<file path="config.mk">
export PLATFORM = sky130hd
export DESIGN_NAME = seg_display_arbiter_flat
export DESIGN_NICKNAME = d
export VERILOG_FILES = /design/src/rtl/seg_display_arbiter_if.sv /design/src/rtl/seg_display_arbiter.sv /design/src/flat_wrapper.sv
export SDC_FILE = /design/constraint.sdc
export NUM_CORES = 1
export LEC_CHECK = 0
export CAP_MARGIN = 20
export CELL_PAD_IN_SITES_DETAIL_PLACEMENT = 0
export CELL_PAD_IN_SITES_GLOBAL_PLACEMENT = 1
export CORE_MARGIN = 1
export CORE_UTILIZATION = 47
export CTS_CLUSTER_DIAMETER = 30
export CTS_CLUSTER_SIZE = 8
export DETAILED_ROUTE_END_ITERATION = 6
export DONT_BUFFER_PORTS = 1
export GPL_TIMING_DRIVEN = 0
export HOLD_SLACK_MARGIN = 0.05
export PLACE_DENSITY_LB_ADDON = 0.1
export SYNTH_ARGS = -nofsm -noshare
export SYNTH_HDL_FRONTEND = slang
export SYNTH_SLANG_ARGS = --single-unit
</file>
<file path="constraint.sdc">
create_clock -name clk -period 3.5 [get_ports clk]
set_input_delay 0.875 -clock clk [delete_from_list [all_inputs] [get_ports clk]]
set_output_delay 0.875 -clock clk [all_outputs]
set_load 0.01 [all_outputs]
</file>
<file path="src/rtl/seg_display_arbiter_if.sv">
// Request/display bundle shared by the requesters (master) and the display arbiter (slave).
// Request slices are packed {src2, src1, src0}, 5 bits each.
interface seg_display_arbiter_if;
  logic [2:0]  req;
  logic [14:0] req_data0;
  logic [14:0] req_data1;
  logic [2:0]  grant;
  logic [4:0]  disp_data0;
  logic [4:0]  disp_data1;
  logic        disp_valid;
  logic        scan_tick;

  modport master (
    output req, req_data0, req_data1,
    input  grant, disp_data0, disp_data1, disp_valid, scan_tick
  );

  modport slave (
    input  req, req_data0, req_data1,
    output grant, disp_data0, disp_data1, disp_valid, scan_tick
  );
endinterface

</file>
<file path="src/rtl/seg_display_arbiter.sv">
// Round-robin time-slice arbiter for a shared 4-digit seven-segment display, plus scan-rate tick.
// Define SEG_ARB_PRIORITY_EN to make source 0 urgent (preempts on req rise, regranted at expiry).
module seg_display_arbiter #(
  parameter int DWELL_CYCLES = 100_000_000,
  parameter int SCAN_DIV     = 100_000
) (
  input  logic                  clk,
  input  logic                  rst_n,
  seg_display_arbiter_if.slave  bus
);

  localparam int DW = (DWELL_CYCLES > 2) ? $clog2(DWELL_CYCLES) : 1;
  localparam int SW = (SCAN_DIV > 2) ? $clog2(SCAN_DIV) : 1;

  typedef enum logic {S_IDLE, S_HOLD} state_t;

  state_t          r_state;
  state_t          w_state_next;
  logic [2:0]      r_grant;
  logic [2:0]      w_grant_next;
  logic [1:0]      r_last;
  logic [1:0]      w_last_next;
  logic [DW-1:0]   r_dwell;
  logic [DW-1:0]   w_dwell_next;
  logic [SW-1:0]   r_scan_cnt;
  logic            r_scan_tick;
  logic [4:0]      r_disp0;
  logic [4:0]      r_disp1;
  logic            r_valid;
  logic            r_req0_d;
  logic            w_owner_req;
  logic            w_expire;
  logic            w_req0_rise;
  logic [4:0]      w_slice0 [3];
  logic [4:0]      w_slice1 [3];
  logic [4:0]      w_mux0;
  logic [4:0]      w_mux1;

  // First requester strictly after 'last' in 0->1->2->0 order, wrapping back to 'last' itself.
  function automatic logic [2:0] f_rr_pick(input logic [2:0] req, input logic [1:0] last);
    logic [2:0] pick;
    logic [2:0] s;
    pick = '0;
    for (int k = 3; k >= 1; k--) begin
      s = 3'(last) + 3'(k);
      if (s >= 3'd3) s = s - 3'd3;
      if (req[s[1:0]]) pick = 3'b001 << s[1:0];
    end
    return pick;
  endfunction

  function automatic logic [1:0] f_idx(input logic [2:0] onehot);
    case (onehot)
      3'b010:  return 2'd1;
      3'b100:  return 2'd2;
      default: return 2'd0;
    endcase
  endfunction

  assign w_owner_req = |(bus.req & r_grant);
  assign w_expire    = (r_dwell == DW'(DWELL_CYCLES - 1));
  assign w_req0_rise = bus.req[0] & ~r_req0_d;

  always_comb begin
    w_state_next = r_state;
    w_grant_next = r_grant;
    w_dwell_next = r_dwell;
    case (r_state)
      S_IDLE: begin
        w_dwell_next = '0;
        w_grant_next = f_rr_pick(bus.req, r_last);
        if (|bus.req) w_state_next = S_HOLD;
      end
      default: begin
        w_dwell_next = r_dwell + 1'b1;
`ifdef SEG_ARB_PRIORITY_EN
        if (w_req0_rise && !r_grant[0]) begin
          w_grant_next = 3'b001;
          w_dwell_next = '0;
        end else if (w_owner_req && w_expire && r_grant[0]) begin
          w_dwell_next = '0;
        end else
`endif
        // Release wins over a coincident expiry, so the owner is masked out.
        if (!w_owner_req) begin
          w_grant_next = f_rr_pick(bus.req & ~r_grant, r_last);
          w_dwell_next = '0;
          if (w_grant_next == 3'b000) w_state_next = S_IDLE;
        end else if (w_expire) begin
          w_grant_next = f_rr_pick(bus.req, r_last);
          w_dwell_next = '0;
        end
      end
    endcase
    w_last_next = (|w_grant_next) ? f_idx(w_grant_next) : r_last;
  end

  // Data is muxed on the next grant so grant and value land on the same edge.
  for (genvar gi = 0; gi < 3; gi++) begin : g_slice
    assign w_slice0[gi] = bus.req_data0[gi*5 +: 5] & {5{w_grant_next[gi]}};
    assign w_slice1[gi] = bus.req_data1[gi*5 +: 5] & {5{w_grant_next[gi]}};
  end
  assign w_mux0 = w_slice0[0] | w_slice0[1] | w_slice0[2];
  assign w_mux1 = w_slice1[0] | w_slice1[1] | w_slice1[2];

  always_ff @(posedge clk) begin
    if (!rst_n) begin
      r_state     <= S_IDLE;
      r_grant     <= '0;
      r_last      <= 2'd2;
      r_dwell     <= '0;
      r_disp0     <= '0;
      r_disp1     <= '0;
      r_valid     <= 1'b0;
      r_req0_d    <= 1'b0;
      r_scan_cnt  <= '0;
      r_scan_tick <= 1'b0;
    end else begin
      r_state     <= w_state_next;
      r_grant     <= w_grant_next;
      r_last      <= w_last_next;
      r_dwell     <= w_dwell_next;
      r_disp0     <= w_mux0;
      r_disp1     <= w_mux1;
      r_valid     <= |w_grant_next;
      r_req0_d    <= bus.req[0];
      r_scan_cnt  <= (r_scan_cnt == SW'(SCAN_DIV - 1)) ? '0 : r_scan_cnt + 1'b1;
      r_scan_tick <= (r_scan_cnt == SW'(SCAN_DIV - 2));
    end
  end

  assign bus.grant      = r_grant;
  assign bus.disp_data0 = r_disp0;
  assign bus.disp_data1 = r_disp1;
  assign bus.disp_valid = r_valid;
  assign bus.scan_tick  = r_scan_tick;

endmodule

</file>
<file path="src/flat_wrapper.sv">
// flat-port wrapper written by rule: the top's interface ports become plain ports
module seg_display_arbiter_flat 
#(
  parameter int DWELL_CYCLES = 100_000_000,
  parameter int SCAN_DIV     = 100_000
)
  (clk, rst_n, bus_req, bus_req_data0, bus_req_data1, bus_grant, bus_disp_data0, bus_disp_data1, bus_disp_valid, bus_scan_tick);
  seg_display_arbiter_if bus_i ();
  input  logic clk;
  input  logic rst_n;
  input wire logic [$bits(bus_i.req)-1:0] bus_req;
  input wire logic [$bits(bus_i.req_data0)-1:0] bus_req_data0;
  input wire logic [$bits(bus_i.req_data1)-1:0] bus_req_data1;
  output wire logic [$bits(bus_i.grant)-1:0] bus_grant;
  output wire logic [$bits(bus_i.disp_data0)-1:0] bus_disp_data0;
  output wire logic [$bits(bus_i.disp_data1)-1:0] bus_disp_data1;
  output wire logic [$bits(bus_i.disp_valid)-1:0] bus_disp_valid;
  output wire logic [$bits(bus_i.scan_tick)-1:0] bus_scan_tick;
  assign bus_i.req = bus_req;
  assign bus_i.req_data0 = bus_req_data0;
  assign bus_i.req_data1 = bus_req_data1;
  assign bus_grant = bus_i.grant;
  assign bus_disp_data0 = bus_i.disp_data0;
  assign bus_disp_data1 = bus_i.disp_data1;
  assign bus_disp_valid = bus_i.disp_valid;
  assign bus_scan_tick = bus_i.scan_tick;
  seg_display_arbiter #(.DWELL_CYCLES(DWELL_CYCLES), .SCAN_DIV(SCAN_DIV)) u_core (.clk(clk), .rst_n(rst_n), .bus(bus_i));
endmodule
</file>
==> results.cfg <==
[yosys]
netlist_area_sq_um = 3141
synth_edf_count = 0
synth_cell_types = 54
synth-async-reset-ratio_pct = 0
synth-seq-cells = 62
synthFlopType = dfxtp_1
synth-seq-area-share_pct = 39.52
synth_nets = 412
synthCells = 369
synth.avg_cell_area_sq_um = 8.511
yosysWarnings = 0

[job]
max_cap_viol_count = 0

[sta]
fin_tns_setup_ns = 0
setup_slack_ns = 0.3355
tightestPinTransition_ns = 0.9181
hold_viol = 0
fmax_mhz = 316.0
max-slew-margin-rel_pct = 38.80
finalCritPeriodShare_pct = 90.41
finalSetupViolCount = 0
finalClockSkew_ns = 0.01065
fin_crit_ns = 3.164
finalMaxSlewViolations = 0
rsz0062_at_grt = no
holdWs_ns = 0.4585

[pwr]
power_frac_seq_pct = 37.4
pwr-share-clk_pct = 26.8
internal_power_mw = 1.511
power_density_nw_per_um2 = 700.4
p_leak_nw = 1.266
switchingPower_mw = 0.9126
p_comb_share_pct = 35.9
p_sw_share_pct = 37.65
power_mw = 2.424
ir_drop_mv = 0.4480

[drt]
drc = 0
routed_via_density = 5.596
drtIter0Drc = 191
wire_per_inst_um = 14.30
ant_nets = 0
totalWireLength_um = 6623
drt_pass1_iterations = 4
vias = 2591

[placed_design]
place_hpwl_um = 4775
numPortBuffers = 0
place_ws_ns = 0.1617
numPlacedInstances = 446
gp_congestion = 0.9165
dpl-instance-area_sq_um = 3237

[final_layout]
final_cells = 463
fin_area_sq_um = 3461
nets = 424
num_antenna_cells = 0
post-route-util_pct = 54.19
fill_cells = 605
synthToLayoutAreaGrowth_pct = 10.20
drive_above_1_share_pct = 9.067

[floorplan]
die_h_um = 83.75
row_count = 29
die-area_sq_um = 7013
core_area_sq_um = 6386
ioPinCount = 50
start_util_pct = 49.18
die_w_um = 83.75

[setup_path]
worst-setup-path-type = flop to flop
ff2ff_path_depth = 10
cpPeakStageDelay_ns = 0.51
cp-end-kind = flop
crit_path_frequent_cell = buf_2
required_ns = 3.76
crit_path_top_delay_cell = dfxtp_1
cp.buffers_inverters = 3
cpLargestDelayFamily = compound AO/OA/AOI/OAI gates
crit_cells = 10
crit_path_start_kind = flop
arrival_ns = 3.42
crit_path_max_fanout = 10
path_cells = inv_1 -> ha_1 -> or4b_1 -> and3_1 -> buf_2 -> o31ai_1 -> o22ai_1 -> a221o_1 -> buf_2 -> a311oi_1

[run_status]
outcome = finished, final reports clean

[global_routing]
grt_usage_pct = 20.34
grt_overflow = 0
grt_use_met2_pct = 31.63
grt_use_met1_pct = 25.82
grt-busiest-layer = met2
antenna_found_initial = 0
grt_pass1_vias = 2467
grt_max_degree = 14
grt_use_met3_pct = 7.023
grt_pass1_wl_um = 11410

[clocking]
htree_levels = 3
cts_sinks = 62
cts_buffers = 9
cts.hold.buffers_added = 0
insertion_delay_ns = 0.35
cts.reportedPaths.clkPinSlew_ns = 0.07
cts_tree = done
cts_root_buf = clkbuf_8
cts_max_path_buffers = 2

[hold_path]
min_path_cells = 1
min_path_type = flop to flop
[registers in the layout (all words and copies together), names as in the netlist]
signal and flops:
u_core.bus.disp_data1 5, u_core.bus.disp_data0 5, u_core.bus.disp_valid 1, u_core.bus.scan_tick 1, u_core.r_scan_cnt 17, u_core.r_state 1, u_core.bus.grant 3, u_core.r_dwell 27
u_core.r_last 2
[worst paths after layout]
check                                       start           endpoint  slack, ns
worst min register to register  u_core.r_dwell[0]  u_core.r_dwell[0]       0.46
worst max-delay path             u_core.r_last[0]   u_core.r_last[1]       0.34
worst max register to register   u_core.r_last[0]   u_core.r_last[1]       0.34
worst min-delay path            u_core.r_dwell[0]  u_core.r_dwell[0]       0.46
[area by class of cell]
cell class	instances	area, sq um	area share (%)
buffer	16	83.83	2.422
clock buffer	9	123.9	3.579
clock inverter	7	82.58	2.386
inverter	9	33.78	0.9761
multi-input combinational	282	1794	51.84
sequential	62	1241	35.86
tap	77	96.34	2.784
timing repair buffer	1	5.005	0.1446
[metal layers]
layer	vias to the layer above	wire, um
met5	-	0
met4	0	114
met3	13	358
met2	63	2951
met1	1188	3199
li1	1327	-
[cells in the final DEF (no fill, tap or decap), types with 3 or more instances in the layout]
cell      Yosys  final
nor3b_1       3      3
ha_1          8      8
clkbuf_8      0      9
nor4b_1       3      3
xor2_1       22     22
nand3_1      20     20
and3_1       14     14
and4_1        3      3
a221o_1      11     11
nor3_1        8      7
buf_2         7      7
nand4_1       9      9
inv_1         9      9
xnor2_1      17     17
nor2b_1       5      5
nor2_1       67     67
nand2_1      33     33
o31ai_1       3      3
and2_1        3      3
o211ai_1      4      4
or3_1         3      3
dfxtp_1      62     62
a21oi_1       3      3
clkbuf_1      7      7
a31oi_1       3      3
[cells in the mapped netlist, types with 2 or more instances]
| master | n | area share [%] |
|---|---|---|
| nor2_1 | 67 | 8.0 |
| dfxtp_1 | 62 | 40 |
| nand2_1 | 33 | 3.9 |
| xor2_1 | 22 | 6.1 |
| nand3_1 | 20 | 3.2 |
| xnor2_1 | 17 | 4.7 |
| and3_1 | 14 | 2.8 |
| a221o_1 | 11 | 3.5 |
| inv_1 | 9 | 1.1 |
| nand4_1 | 9 | 1.8 |
| ha_1 | 8 | 3.2 |
| nor3_1 | 8 | 1.3 |
| buf_2 | 7 | 1.1 |
| clkbuf_1 | 7 | 0.84 |
| nor2b_1 | 5 | 1.0 |
| o211ai_1 | 4 | 0.96 |
| a21oi_1 | 3 | 0.48 |
| a31oi_1 | 3 | 0.60 |
| and2_1 | 3 | 0.60 |
| and4_1 | 3 | 0.84 |
| nor3b_1 | 3 | 0.72 |
| nor4b_1 | 3 | 0.84 |
| o31ai_1 | 3 | 0.72 |
| o41ai_1 | 3 | 0.84 |
| or3_1 | 3 | 0.60 |
| a21boi_0 | 2 | 0.48 |
| and2_4 | 2 | 0.56 |
| buf_6 | 2 | 0.72 |
| mux2_2 | 2 | 0.72 |
| nand4b_1 | 2 | 0.56 |
| nor4_1 | 2 | 0.40 |
| o21a_1 | 2 | 0.48 |
| o21ai_0 | 2 | 0.32 |
| o22ai_1 | 2 | 0.40 |
| or4bb_1 | 2 | 0.72 |
[cells by family after synthesis]
family                   synth area share (%)
XOR/XNOR                                10.88
multiplexers                            1.036
AND/OR/NAND/NOR                         29.68
buffers and inverters                   3.745
flip-flops                              39.52
adder cells (fa/ha/maj)                 3.187
AO/OA/AOI/OAI                           11.95
[power groups by stage]
stage | registers, mW | logic [mW] | clock network (mW)
4_1_cts | 0.906 | 0.855 | 0.672
2_1_floorplan | 0.898 | 0.682 | 0
3_5_place_dp | 0.920 | 0.854 | 0
3_3_place_gp | 0.923 | 0.854 | 0
6_report | 0.906 | 0.869 | 0.649
5_1_grt | 0.918 | 0.969 | 0.701
[what timing repair did]
action / CTS / global route
endpoints found under the setup margin: 0 / 10
resized for setup: 0 / 2
buffers inserted: 0 / 0
No activity file was read; power rests on OpenSTA's default activity.
